### config.mk
export PLATFORM = sky130hd
export DESIGN_NAME = register_writeback
export DESIGN_NICKNAME = d
export VERILOG_FILES = /design/src/rtl/register_writeback.sv
export SDC_FILE = /design/constraint.sdc
export NUM_CORES = 1
export LEC_CHECK = 0
export CAP_MARGIN = 20
export CELL_PAD_IN_SITES_DETAIL_PLACEMENT = 2
export CELL_PAD_IN_SITES_GLOBAL_PLACEMENT = 2
export CORE_UTILIZATION = 35
export DETAILED_ROUTE_END_ITERATION = 10
export GPL_TIMING_DRIVEN = 0
export PLACE_DENSITY = 0.8
export SYNTH_ARGS = -nofsm -noshare
export SYNTH_HDL_FRONTEND = slang
export SYNTH_SLANG_ARGS = --single-unit
### constraint.sdc
create_clock -name clk_i -period 7.9 [get_ports clk_i]
set_clock_uncertainty 0.2 [all_clocks]
set_input_delay 1.58 -clock clk_i [delete_from_list [all_inputs] [get_ports clk_i]]
set_output_delay 1.58 -clock clk_i [all_outputs]
set_load 0.01 [all_outputs]
### src/rtl/register_writeback.sv
// Write-side initiator for a 16x24 register file. ALU results and 48-bit multiplier
// products are queued in a small FIFO and retired one register write per cycle.
module register_writeback #(
    parameter int unsigned Depth       = 4,
    parameter int unsigned StarveLimit = 2
) (
    input  logic        clk_i,
    input  logic        rst_ni,
    input  logic        alu_valid_i,
    input  logic [3:0]  alu_rd_i,
    input  logic [23:0] alu_data_i,
    output logic        alu_ready_o,
    input  logic        mul_valid_i,
    input  logic [3:0]  mul_rd_i,
    input  logic [47:0] mul_product_i,
    output logic        mul_ready_o,
    output logic        reg_write_o,
    output logic [3:0]  rd_o,
    output logic [23:0] write_data_o,
    output logic [15:0] pending_mask_o,
    output logic        busy_o
);

    localparam int unsigned PtrW = $clog2(Depth);
    localparam int unsigned CntW = PtrW + 1;
    localparam int unsigned StW  = $clog2(StarveLimit + 1);

    typedef struct packed {
        logic [3:0]  rd;
        logic [23:0] data;
    } entry_t;

    entry_t            mem_q [Depth];
    logic [Depth-1:0]  valid_q, valid_d;
    logic [PtrW-1:0]   wptr_q, wptr_d;
    logic [PtrW-1:0]   rptr_q, rptr_d;
    logic [CntW-1:0]   count_q, count_d;
    logic [StW-1:0]    starve_q, starve_d;
    logic [3:0]        last_rd_q, last_rd_d;
    logic [23:0]       last_data_q, last_data_d;

    logic [CntW-1:0]   free;
    logic [CntW-1:0]   need_alu, need_mul;
    logic [3:0]        mul_hi_rd;
    logic              lo_en, hi_en;
    logic              starve_mode;
    logic              alu_ready, mul_ready;
    logic              pop;
    logic [1:0]        n_push;
    entry_t            cand     [3];
    logic [2:0]        cand_en;
    entry_t            push_ent [3];

    // Free slots are taken before this cycle's pop, so acceptance is conservative.
    always_comb begin
        free        = CntW'(Depth) - count_q;
        mul_hi_rd   = mul_rd_i + 4'd1;
        lo_en       = (mul_rd_i != 4'd0);
        hi_en       = (mul_hi_rd != 4'd0);
        need_alu    = CntW'(alu_rd_i != 4'd0);
        need_mul    = CntW'(lo_en) + CntW'(hi_en);
        starve_mode = (starve_q >= StW'(StarveLimit));
    end

    // Arbitration: ALU first normally, MUL first once it has starved long enough.
    always_comb begin
        alu_ready = 1'b0;
        mul_ready = 1'b0;
        if (starve_mode) begin
            mul_ready = mul_valid_i && (free >= need_mul);
            alu_ready = alu_valid_i && ((free - (mul_ready ? need_mul : '0)) >= need_alu);
        end else begin
            alu_ready = alu_valid_i && (free >= need_alu);
            mul_ready = mul_valid_i && ((free - (alu_ready ? need_alu : '0)) >= need_mul);
        end
        // Nothing is offered as accepted while reset is held.
        alu_ready = alu_ready && rst_ni;
        mul_ready = mul_ready && rst_ni;
    end

    assign alu_ready_o = alu_ready;
    assign mul_ready_o = mul_ready;

    // Order the up-to-three candidate entries and pack enabled ones contiguously.
    always_comb begin
        cand[0]  = '0;
        cand[1]  = '0;
        cand[2]  = '0;
        cand_en  = '0;
        if (starve_mode) begin
            cand[0]    = '{rd: mul_rd_i, data: mul_product_i[23:0]};
            cand[1]    = '{rd: mul_hi_rd, data: mul_product_i[47:24]};
            cand[2]    = '{rd: alu_rd_i, data: alu_data_i};
            cand_en[0] = mul_ready && lo_en;
            cand_en[1] = mul_ready && hi_en;
            cand_en[2] = alu_ready && (need_alu != '0);
        end else begin
            cand[0]    = '{rd: alu_rd_i, data: alu_data_i};
            cand[1]    = '{rd: mul_rd_i, data: mul_product_i[23:0]};
            cand[2]    = '{rd: mul_hi_rd, data: mul_product_i[47:24]};
            cand_en[0] = alu_ready && (need_alu != '0);
            cand_en[1] = mul_ready && lo_en;
            cand_en[2] = mul_ready && hi_en;
        end
        n_push      = 2'd0;
        push_ent[0] = '0;
        push_ent[1] = '0;
        push_ent[2] = '0;
        for (int i = 0; i < 3; i++) begin
            if (cand_en[i]) begin
                push_ent[n_push] = cand[i];
                n_push           = n_push + 2'd1;
            end
        end
    end

    // Pointer, occupancy, starvation and hold-register next state.
    always_comb begin
        pop         = (count_q != '0);
        valid_d     = valid_q;
        rptr_d      = rptr_q;
        last_rd_d   = last_rd_q;
        last_data_d = last_data_q;
        if (pop) begin
            valid_d[rptr_q] = 1'b0;
            rptr_d          = rptr_q + PtrW'(1);
            last_rd_d       = mem_q[rptr_q].rd;
            last_data_d     = mem_q[rptr_q].data;
        end
        for (int i = 0; i < 3; i++) begin
            if (i < int'(n_push)) begin
                valid_d[wptr_q + PtrW'(i)] = 1'b1;
            end
        end
        wptr_d  = wptr_q + PtrW'(n_push);
        count_d = count_q + CntW'(n_push) - CntW'(pop);
        if (!mul_valid_i || mul_ready) begin
            starve_d = '0;
        end else if (starve_q < StW'(StarveLimit)) begin
            starve_d = starve_q + StW'(1);
        end else begin
            starve_d = starve_q;
        end
    end

    // Control state with asynchronous reset; a reset discards all queued writes.
    always_ff @(posedge clk_i or negedge rst_ni) begin
        if (!rst_ni) begin
            valid_q     <= '0;
            wptr_q      <= '0;
            rptr_q      <= '0;
            count_q     <= '0;
            starve_q    <= '0;
            last_rd_q   <= '0;
            last_data_q <= '0;
        end else begin
            valid_q     <= valid_d;
            wptr_q      <= wptr_d;
            rptr_q      <= rptr_d;
            count_q     <= count_d;
            starve_q    <= starve_d;
            last_rd_q   <= last_rd_d;
            last_data_q <= last_data_d;
        end
    end

    // Entry storage; contents only matter where valid_q is set.
    always_ff @(posedge clk_i) begin
        for (int i = 0; i < 3; i++) begin
            if (rst_ni && (i < int'(n_push))) begin
                mem_q[wptr_q + PtrW'(i)] <= push_ent[i];
            end
        end
    end

    // Head drives the file; outputs hold the last written value when idle.
    always_comb begin
        busy_o         = (count_q != '0);
        reg_write_o    = busy_o;
        rd_o           = busy_o ? mem_q[rptr_q].rd : last_rd_q;
        write_data_o   = busy_o ? mem_q[rptr_q].data : last_data_q;
        pending_mask_o = '0;
        for (int i = 0; i < int'(Depth); i++) begin
            if (valid_q[i]) begin
                pending_mask_o[mem_q[i].rd] = 1'b1;
            end
        end
    end

endmodule

==> summary.md <==
| Metric | Value |
|---|---|
| Outcome | finished, final reports clean |
| CTS tree | yes |
| Number of global-route vias before repair | 12400 |
| Gr usage total | 0.3110 |
| Iteration count of the initial detailed-routing pass | 5 |
| Total die area | 33840 sq um |
| Drt drc | 0 |
| Async SR Flop Fraction | 0.2680 |
| Root buf cell | clkbuf_16 |
| Fill count | 3615 |
| Yosys warns | 0 |
| Routability cong. | 0.8848 |
| H-tree depth | 4 |
| Initial core utilization | 0.3562 |
| Post-route ant nets | 0 |
| Layout cells sized above 1 | 0.1019 |
| Mapped Area | 11590 sq um |
| Port Buffers | 130 |
| Leakage | 5.203 nW |
| Clock Latency Late Sink | 440 ps |
| Worst-case clock buffer depth | 2 |
| Post-CTS Hold Buffers | 0 |
| Util after Layout | 0.4408 |
| GRT Residual Overflow | 0 |
| #FFs+latches synth | 153 |
| Crit path max fanout | 10 |
| WS Path Type | primary input to output port |
| Number of synthesized flops with an enable pin | 112 |
| First-pass GRT wire length | 78860 um |
| Clock Sinks | 153 |
| Clock-pin slew on the worst setup and hold paths | 60 ps |
| Prevailing post-synth register cell | edfxtp_1 |
| WHS | 278.5 ps |
| Nets@finish | 1598 |
| Detailed Route Iter0 Violations | 1063 |
| Setup WS post-layout | 211.0 ps |
| WL/cell | 26.66 um |
| Rel. slew slack | 0.3284 |
| Min cycle time layout | 7689 ps |
| Critical Path RT | 6120 ps |
| Data arrival, critical path | 5910 ps |
| Vias/cell | 6.108 |
| HP Class | flip-flop to flip-flop |
| CORE AREA | 32540 sq um |
| Synth Instances | 1323 |
| Final setup fails | 0 |
| MaxCap Viol Count | 0 |
| Net Count, Synth | 1433 |
| Hold Violations, Final | 0 |
| Post-Route WL | 51830 um |
| Pwr dens | 463.5 nW/um^2 |
| Mean Syn Cell Area | 8.759 sq um |
| Slew Viols, Final | 0 |
| RSZ-0062 raised after global routing | no |
| Num ports | 132 |
| Setup_tns | 0 ps |
| Largest net degree at the start of global routing | 36 |
| Yosys cell types | 79 |
| Die Wd | 184.0 um |
| Worst Tran Pin Value | 999.0 ps |
| Startpoint Class | primary input |
| F_max | 130.1 MHz |
| Post-place setup slack | -1205 ps |
| Row count | 66 |
| CP Capture Type | output port |
| Via count | 11870 |
| Die Ht | 184.0 um |
| Half-perimeter wire length after detailed placement | 40000 um |
| Peak supply drop | 0.1889 mV |
| Area delta synth->final | 23.75% |
| Post-synthesis sequential area ratio | 0.3788 |
| Initial antenna violation count | 0 |
| Tcrit/Tclk final | 0.9733 |
| TritonCTS buffer count | 17 |
[registers in the layout, summed over array words and instances (netlist names)]
signal,count
count_q,3
wptr_q,2
last_data_q,24
valid_q,4
mem_q,112
last_rd_q,4
starve_q,2
rptr_q,2
[power by group]
part	internal, mW	total [mW]	switching [mW]
clock network	0.533	0.891	0.357
registers	1.42	1.61	0.195
logic	1.57	4.15	2.58
total	3.52	6.65	3.13
[synth_stat cells, drive strengths merged (3+ instances only)]
| library cell | number | area share |
|---|---|---|
| a21boi | 3 | 0.0019 |
| buf | 49 | 0.025 |
| mux2i | 31 | 0.027 |
| nor4 | 6 | 0.0043 |
| a32oi | 11 | 0.0083 |
| edfxtp | 112 | 0.29 |
| nand2b | 4 | 0.0022 |
| nor2b | 14 | 0.0076 |
| a22oi | 28 | 0.018 |
| mux4 | 28 | 0.054 |
| and3 | 4 | 0.0022 |
| nand3 | 15 | 0.0069 |
| a221o | 5 | 0.0043 |
| nand4 | 55 | 0.030 |
| or3 | 6 | 0.0032 |
| o221a | 4 | 0.0039 |
| dfrtp | 41 | 0.089 |
| and2 | 31 | 0.017 |
| a21oi | 84 | 0.037 |
| o21ai | 50 | 0.022 |
| nor3 | 6 | 0.0045 |
| or2 | 11 | 0.0059 |
| o211ai | 28 | 0.019 |
| inv | 35 | 0.011 |
| clkbuf | 61 | 0.020 |
| nor3b | 4 | 0.0026 |
| o22ai | 5 | 0.0027 |
| a221oi | 5 | 0.0038 |
| a211oi | 32 | 0.021 |
| o221ai | 78 | 0.059 |
| xnor2 | 11 | 0.0083 |
| nand2 | 348 | 0.11 |
| ha | 24 | 0.026 |
| nor2 | 56 | 0.018 |
[timing repair]
action                                  CTS  global route
buffers inserted                          5             4
endpoints found under the setup margin  197            83
pin swaps                                 3             2
resized for setup                         6             7
cloned                                    1             0
[kinds of logic (layout without fill, tap and decap cells)]
group           after synthesis  after routing  share of synthesized area
other cells                   0              1                          0
buf+inv                     146            323                    0.05668
xor+xnor                     13             13                   0.009825
mux                          61             61                    0.08314
fa+ha+maj                    27             27                    0.03023
flops                       153            153                     0.3788
simple gates                572            573                     0.2279
compound gates              351            351                     0.2135
[cell usage in the layout (no fill, tap or decap), drive strengths merged, types with 3 or more instances in the layout]
master	n
bufinv	4
nand2	348
and2	31
nand2b	4
nor3	6
or3	6
o221a	4
nor2b	14
nor4	6
nand4	55
xnor2	11
a221o	5
a32oi	11
a221oi	5
mux2i	31
o211ai	28
nor3b	4
a21boi	3
clkinv	4
ha	24
o22ai	5
dfrtp	41
clkbuf	82
inv	37
or2	11
o21ai	50
o221ai	78
nand3	15
clkdlybuf4s50	128
a211oi	32
a22oi	28
and3	4
edfxtp	112
clkinvlp	4
nor2	57
a21oi	84
buf	63
mux4	28
[layout make-up]
cell class              count  area [sq um]  area share
clock inverters            13         195.2     0.01361
repair buffers            145          1476      0.1029
diodes                      1         2.502   0.0001745
plain buffers             110         526.8     0.03673
flip-flops and latches    153          4389      0.3061
clock buffers              19         432.9     0.03019
multi-input cells        1025          6630      0.4623
well taps                 442         553.0     0.03856
inverters                  36         135.1    0.009422
[worst paths after layout]
check / cells after the start / slack, ps / end / from
max in group asynchronous: 2 / 6210 / last_data_q[5]$_DFF_PN0_ / rst_ni
hold / removal: 2 / 280 / last_data_q[2]$_DFF_PN0_ / last_data_q[2]$_DFF_PN0_
min in group asynchronous: 1 / 800 / starve_q[0]$_DFFE_PN0P_ / rst_ni
setup / recovery: 17 / 210 / mul_ready_o / alu_rd_i[3]
setup reg to reg: 22 / 1730 / mem_q[0][17]$_DFFE_PP_ / count_q[0]$_DFF_PN0_
hold reg to reg: 2 / 280 / last_data_q[2]$_DFF_PN0_ / last_data_q[2]$_DFF_PN0_
[layer usage]
metal | routed length (um) | vias up | track usage | share of wire
met3 | 2952 | 79 | 0.03526 | 0.057
met5 | 0 | - | 0 | 0
li1 | - | 5302 | - | -
met2 | 24160 | 522 | 0.5026 | 0.47
met1 | 23800 | 5971 | 0.4423 | 0.46
met4 | 918 | 0 | 0.07433 | 0.018
[metrics by stage]
step                instances  total power, mW  instance area, sq um
finish                   1944            6.647                 14340
global route             1943            6.977                 14340
CTS                      1938            6.555                 14280
detailed placement       1900            5.561                 13570
global placement         1895            5.253                 13450
floorplan                1323            3.905                 11600
[critical path: stages]
cell and delay (ps):
clkdlybuf4s50_1 540, nor4_4 390, inv_1 140, ha_1 280, nand4bb_1 210, nand2_1 110, nor2_1 60, ha_1 180
ha_1 270, inv_1 40, ha_1 260, a2111o_1 520, nor4b_4 180, buf_4 170, clkbuf_2 210, clkbuf_4 260
clkdlybuf4s50_1 500
(Power assumes the default switching activity.)
